--- config.mk ---
export PLATFORM = sky130hd
export DESIGN_NAME = delta_stress_trend
export DESIGN_NICKNAME = d
export VERILOG_FILES = /design/src/rtl/delta_stress_trend.sv
export SDC_FILE = /design/constraint.sdc
export NUM_CORES = 1
export LEC_CHECK = 0
export CAP_MARGIN = 20
export CORE_AREA = 3 3 40 42
export CTS_BUF_LIST = sky130_fd_sc_hd__clkbuf_8
export DETAILED_ROUTE_END_ITERATION = 10
export DIE_AREA = 0 0 43 45
export DONT_BUFFER_PORTS = 1
export MAX_ROUTING_LAYER = met4
export PLACE_DENSITY = 0.68
export SLEW_MARGIN = 0
export SYNTH_ARGS = -nofsm -noshare
export SYNTH_HDL_FRONTEND = slang
export SYNTH_SLANG_ARGS = --single-unit
--- constraint.sdc ---
create_clock -name clk -period 2 [get_ports clk]
set_input_delay 0.3 -clock clk [delete_from_list [all_inputs] [get_ports clk]]
set_output_delay 0.3 -clock clk [all_outputs]
set_load 0.02 [all_outputs]
--- src/rtl/delta_stress_trend.sv ---
// Stress-level delta detector: compares each accepted sample with the previous one,
// pulses on real drops/rises, counts stable comparisons and tracks a trend state.
//
//   state   | meaning
//   INIT    | no comparison made since reset (or not yet primed)
//   STEADY  | equal comparisons, or reached stability after a change
//   RISING  | last real change was a rise, not yet stable again
//   FALLING | last real change was a drop, not yet stable again
module delta_stress_trend #(
    parameter int WIDTH      = 3,
    parameter int MIN_DELTA  = 1,
    parameter int STABLE_LEN = 2,
    parameter int CNT_W      = 4
) (
    input  logic             clk,
    input  logic             reset,
    input  logic             sample_valid,
    input  logic [WIDTH-1:0] status,
    output logic             gedaald,
    output logic             gestegen,
    output logic             gelijk,
    output logic [CNT_W-1:0] stable_cnt,
    output logic [1:0]       trend
);

    typedef enum logic [1:0] {
        INIT    = 2'b00,
        STEADY  = 2'b01,
        RISING  = 2'b10,
        FALLING = 2'b11
    } trend_t;

    localparam logic signed [WIDTH:0] MIN_D      = (WIDTH+1)'(MIN_DELTA);
    localparam logic [CNT_W-1:0]      CNT_MAX    = '1;
    localparam logic [CNT_W-1:0]      STABLE_THR = CNT_W'(STABLE_LEN);

    trend_t                state, state_next;
    logic [WIDTH-1:0]      prev;
    logic                  primed;
    logic signed [WIDTH:0] delta;
    logic                  compare, is_rise, is_drop;
    logic [CNT_W-1:0]      cnt_next;
    logic                  gelijk_next;

    // One extra bit keeps the difference signed so 0 -> max never wraps.
    always_comb begin
        delta   = $signed({1'b0, status}) - $signed({1'b0, prev});
        compare = sample_valid & primed;
        is_rise = compare && (delta >= MIN_D);
        is_drop = compare && (delta <= -MIN_D);
        if (is_rise || is_drop)
            cnt_next = '0;
        else if (stable_cnt == CNT_MAX)
            cnt_next = CNT_MAX;
        else
            cnt_next = stable_cnt + CNT_W'(1);
        gelijk_next = (cnt_next >= STABLE_THR);
    end

    always_ff @(posedge clk or negedge reset) begin
        if (!reset) begin
            prev       <= '0;
            primed     <= 1'b0;
            gedaald    <= 1'b0;
            gestegen   <= 1'b0;
            stable_cnt <= '0;
            gelijk     <= 1'b0;
        end else begin
            gedaald  <= is_drop;
            gestegen <= is_rise;
            if (sample_valid) begin
                prev   <= status;
                primed <= 1'b1;
            end
            if (compare) begin
                stable_cnt <= cnt_next;
                gelijk     <= gelijk_next;
            end
        end
    end

    always_ff @(posedge clk or negedge reset) begin
        if (!reset)
            state <= INIT;
        else
            state <= state_next;
    end

    // A change always wins; after a change only reaching stability returns to STEADY.
    always_comb begin
        state_next = state;
        if (is_rise)
            state_next = RISING;
        else if (is_drop)
            state_next = FALLING;
        else if (compare) begin
            case (state)
                INIT, STEADY: state_next = STEADY;
                default:      if (gelijk_next) state_next = STEADY;
            endcase
        end
    end

    always_comb begin
        trend = state;
    end

endmodule

* After elaboration in Yosys (flattened, before gate mapping)
Index checks and enable logic that the tools add are counted.
Storage, ports and cells: bits in registers 13, word-level logic and storage cells 30, input port bits 6, output and inout port bits 9
Operators by class: multiplexer cells 7, bitwise gates (word level) 1, reduce and logical (&&, ||, !) cells 8, equality and inequality tests 2, magnitude comparators 3, add/sub/neg operators 2
Operators by type and width (count):
- $mux W2 | 5
- $ge A4 B2 Y1 const B | 2
- $mux W4 | 2
- $add A4 B1 Y4 const B | 1
- $eq A4 B4 Y1 const B | 1
- $le A4 B1 Y1 const B | 1
- $reduce_bool A4 Y1 | 1
- $sub A3 B3 Y4 | 1
- $reduce_bool A3 Y1 | 1
- $eq A2 B1 Y1 const B | 1
- $logic_and A1 B1 Y1 | 2
- $logic_not A2 Y1 | 1
- $reduce_and A2 Y1 | 1
- $reduce_or A2 Y1 | 1
- $and A1 B1 Y1 | 1
- $logic_or A1 B1 Y1 | 1

* Depth between registers and ports, before layout
depth after elaboration 11, depth in mapped cells 7, depth with buffers taken out 7

* Worst setup path after synthesis
OpenSTA, ideal clock, no wires.
path type register -> register, start reg prev[0], end reg state[1] (netlist: trend[1]), setup slack 0.228 ns, data arrival time 1.650 ns, path buffers 0, required time 1.879 ns, period minus slack after synthesis 1.772 ns, setup time 0.121 ns, stages on the path, launching flop included 7, cell sequence dfrtp_1 ha_1 fa_1 nand2_1 o21ai_2 nand2b_4 a22o_2
Between the ends: longest elaborated chain between the ends 8, elaborated cells between the ends (all ways) 13, classes of those cells 1 x add/sub; 3 x order compare; 3 x mux; 6 x reduce/logical
RTL lines:
- start: declaration | line 38 | logic [WIDTH-1:0] prev;
- start signal: assignment | line 72 | prev <= status;
- $sub A3 B3 Y4 * | line 47 | delta = $signed({1'b0, status}) - $signed({1'b0, prev});
- $ge A4 B2 Y1 / $le A4 B1 Y1 (equally long branches) | line 49, 50
- $logic_and A1 B1 Y1, on equally long branches | line 49, 50
- $logic_or A1 B1 Y1 | line 51 | if (is_rise || is_drop)
- $mux W4 | line 51
- $ge A4 B2 Y1 | line 57 | gelijk_next = (cnt_next >= STABLE_THR);
- $reduce_bool A4 Y1 (no line)
- $reduce_and A2 Y1 (no line)
- end signal: assignment | line 86 | state <= state_next;
- end: declaration | line 37 | trend_t state, state_next;
Every way passes the cells marked *; elsewhere a longest branch is shown, timed or not. A chain may end at the register's enable or synchronous reset.

* Worst setup path in the final report
Same ends and word-level chain as after synthesis.

==> flow_summary_export.csv <==
group,metric,value,unit
setup_path,r2r-start,"prev[0]",
min_path,hold_class,"input port to flip-flop",
timing,max_freq,535.1,MHz
cts,htreeDepth,1,
timing,finalSetupViolCount,0,
cts,insertion_delay,240,ps
setup_path,crit_chain,"ha_1 > fa_1 > nand2_1 > o21ai_2 > nand2b_4 > a22o_2",
pwr,p_total,738.3,uW
layout,ff_latch_area,325.3,um^2
cts,cts_tree,"yes",
place,dp_slack,124.8,ps
synthesis,seq_area_frac_synth,0.4659,
die,dieArea,1935,um^2
die,placementRows,13,
drt,via_count,490,
setup_path,worst_r2r_path_depth,6,
drt,wire_per_inst,15.30,um
min_path,hold_start,"sample_valid",
drt,drtAntennaViolNets,0,
global_route,grt-ovfl-total,0,
setup_path,worst-path-max-fanout,6,
pwr,ir_drop,0.5120,mV
timing,slew-limit-headroom,0.6205,
global_route,grt_pass1_wl,2235,um
setup_path,worstPathArrival,2000,ps
layout,fill_cells,106,
layout,final_util,0.5920,
setup_path,reg2reg_to,"trend[1]",
die,fp.dieW,43,um
setup_path,required,2130,ps
global_route,grt_usage,0.1635,
run_status,status,"complete, no violations",
timing,fin_ws,131.0,ps
timing,tns,0,ps
synthesis,post_synth.cell_area_avg,10.74,um^2
timing,report.final.hold_viol_count,0,
cts,cts_sinks,13,
synthesis,ys_ff_latch,13,
pwr,leakage,0.3498,nW
layout,final_net_count,81,
place,dp_hpwl,960.9,um
timing,finalCritPeriodShare,0.9345,
synthesis,netlist_instances,65,
die,core-area,1285,um^2
drt,viasPerCell,5.833,
synthesis,synth.distinct_cells,28,
global_route,antenna_found_initial,0,
place,dp.cells,79,
die,start_util,0.5433,
die,die_h,45,um
die,ios,15,
timing,rsz0062_at_grt,"no",
job,drv_cap,0,
global_route,grt_max_degree,14,
global_route,grt_pass1_vias,498,
cts,ctsResizeCount,0,
layout,areaGrowthSynthToFinish,8.961,%
layout,antenna_cells,0,
synthesis,synth_area,698.2,um^2
layout,multiInputGateArea,342.8,um^2
synthesis,synth_nets,76,
timing,drv_slew,0,
layout,final_cells,84,
setup_path,start_kind,"flip-flop",
drt,drtIter0Drc,6,
min_path,min_to,"prev[2]",
cts,cts_buffer_depth,2,
setup_path,path_class,"flip-flop to flip-flop",
drt,first_pass_iters,4,
setup_path,max_stage_delay,490,ps
setup_path,slowest_stage,"fa_1",
synthesis,synth.yosys.warnings,0,
cts,cts_buffers,3,
place,globalplace.congestion,0.8635,
place,portBuffers,0,
drt,drc,0,
min_path,holdPathStages,1,
layout,final_layout_size_suffix_gt1_frac,0.1739,
cts,cts_root_buffer,"clkbuf_8",
setup_path,end_kind,"flip-flop",
cts,clk_pin_slew,50,ps
timing,skew,3.871,ps
drt,wirelength,1285,um
pwr,powerDensity,970.5,nW/um^2
timing,layout_min_cycle_time,1869,ps
timing,worst_pin_slew,567.4,ps
setup_path,reg2reg_slack,130,ps
## timing repair
action                    4_1_cts  5_1_grt
buffers inserted                0        0
hold endpoints to repair       13        0
hold buffers                    1        0
## layout by cell type (no fill, tap or decap)
master,instances
dfrtp_1,13
nand2_1,8
inv_1,6
o21ai_0,6
ha_1,4
nor2_1,3
a21oi_1,3
clkbuf_8,3
o22ai_1,2
o31ai_1,2
nor2b_4,1
a221oi_2,1
xnor2_1,1
and2_4,1
o21ai_2,1
and2_2,1
mux2_2,1
and2_1,1
nor4b_1,1
nand2b_4,1
nor3b_1,1
a211oi_1,1
a41oi_1,1
nor4bb_1,1
or2_2,1
a22o_2,1
and3_1,1
fa_1,1
dlygate4sd3_1,1
## cell type report
type,instances,area share
Multi-Input combinational cell,46,0.4507
Sequential cell,13,0.4276
Clock buffer,3,0.05428
Inverter,5,0.02467
Tap cell,15,0.02467
Timing Repair Buffer,1,0.01316
Clock inverter,1,0.004934
## metrics by stage
stage / instance area [um^2] / hold WS (ps)
floorplan: 698.2 / 4.409
global placement: 705.7 / 4.667
detailed placement: 705.7 / 4.849
CTS: 760.7 / 146.8
global route: 760.7 / 145.6
finish: 760.7 / 157.6
## per-layer routing
layer / vias up / share of wire / GRT usage
met3: 3 / 0.053 / 0.04781
li1: 235 / - / -
met2: 17 / 0.46 / 0.2425
met4: 0 / 0.019 / 0.09036
met1: 235 / 0.47 / 0.2010
met5: - / 0 / -
## cells by family after synthesis
group	count (synthesis)	share of synthesized area
xor gates and xnor gates	1	0.01255
DFF	13	0.4659
buffers and inverters	6	0.04301
and+or+nand+nor	21	0.1864
adders and majority gates	5	0.1004
muxes	1	0.01613
AOI/OAI and AO/OA	18	0.1756
## registers in the layout, summed over array words and instances, names as in the netlist
| register | flops |
|---|---|
| gedaald | 1 |
| trend | 2 |
| stable_cnt | 4 |
| prev | 3 |
| primed | 1 |
| gestegen | 1 |
| gelijk | 1 |
## worst max path at each step
stage,start,end,slack [ps]
final,prev[0],trend[1],130
after global routing,prev[0],stable_cnt[2],50
after CTS,prev[0],trend[1],120
after detailed placement,prev[0],trend[1],120
after global placement,prev[0],trend[1],190
after floorplan,prev[0],trend[1],230
## synthesized netlist by cell type
master / n / area share
a211oi_1: 1 / 0.011
a21oi_1: 3 / 0.021
a221oi_2: 1 / 0.021
a22o_2: 1 / 0.014
a41oi_1: 1 / 0.013
and2_1: 1 / 0.0090
and2_2: 1 / 0.011
and2_4: 1 / 0.013
and3_1: 1 / 0.0090
buf_6: 1 / 0.016
dfrtp_1: 13 / 0.47
fa_1: 1 / 0.029
ha_1: 4 / 0.072
inv_1: 5 / 0.027
mux2_2: 1 / 0.016
nand2_1: 8 / 0.043
nand2b_4: 1 / 0.020
nor2_1: 3 / 0.016
nor2b_4: 1 / 0.020
nor3b_1: 1 / 0.011
nor4b_1: 1 / 0.013
nor4bb_1: 1 / 0.014
o21ai_0: 6 / 0.043
o21ai_2: 1 / 0.013
o22ai_1: 2 / 0.018
o31ai_1: 2 / 0.021
or2_2: 1 / 0.0090
xnor2_1: 1 / 0.013
## critical path: cells and delay by family, from the launching register on
kind | cells | cell delay, ps
compound gates | 2 | 490
fa+ha+maj | 2 | 730
flops | 1 | 370
simple gates | 2 | 160
## power by group
part / switching (mW) / internal (mW)
combinational: 0.0703 / 0.0668
sequential: 0.0713 / 0.299
clock: 0.0952 / 0.136
total: 0.237 / 0.501
No activity file was read; power rests on OpenSTA's default activity.
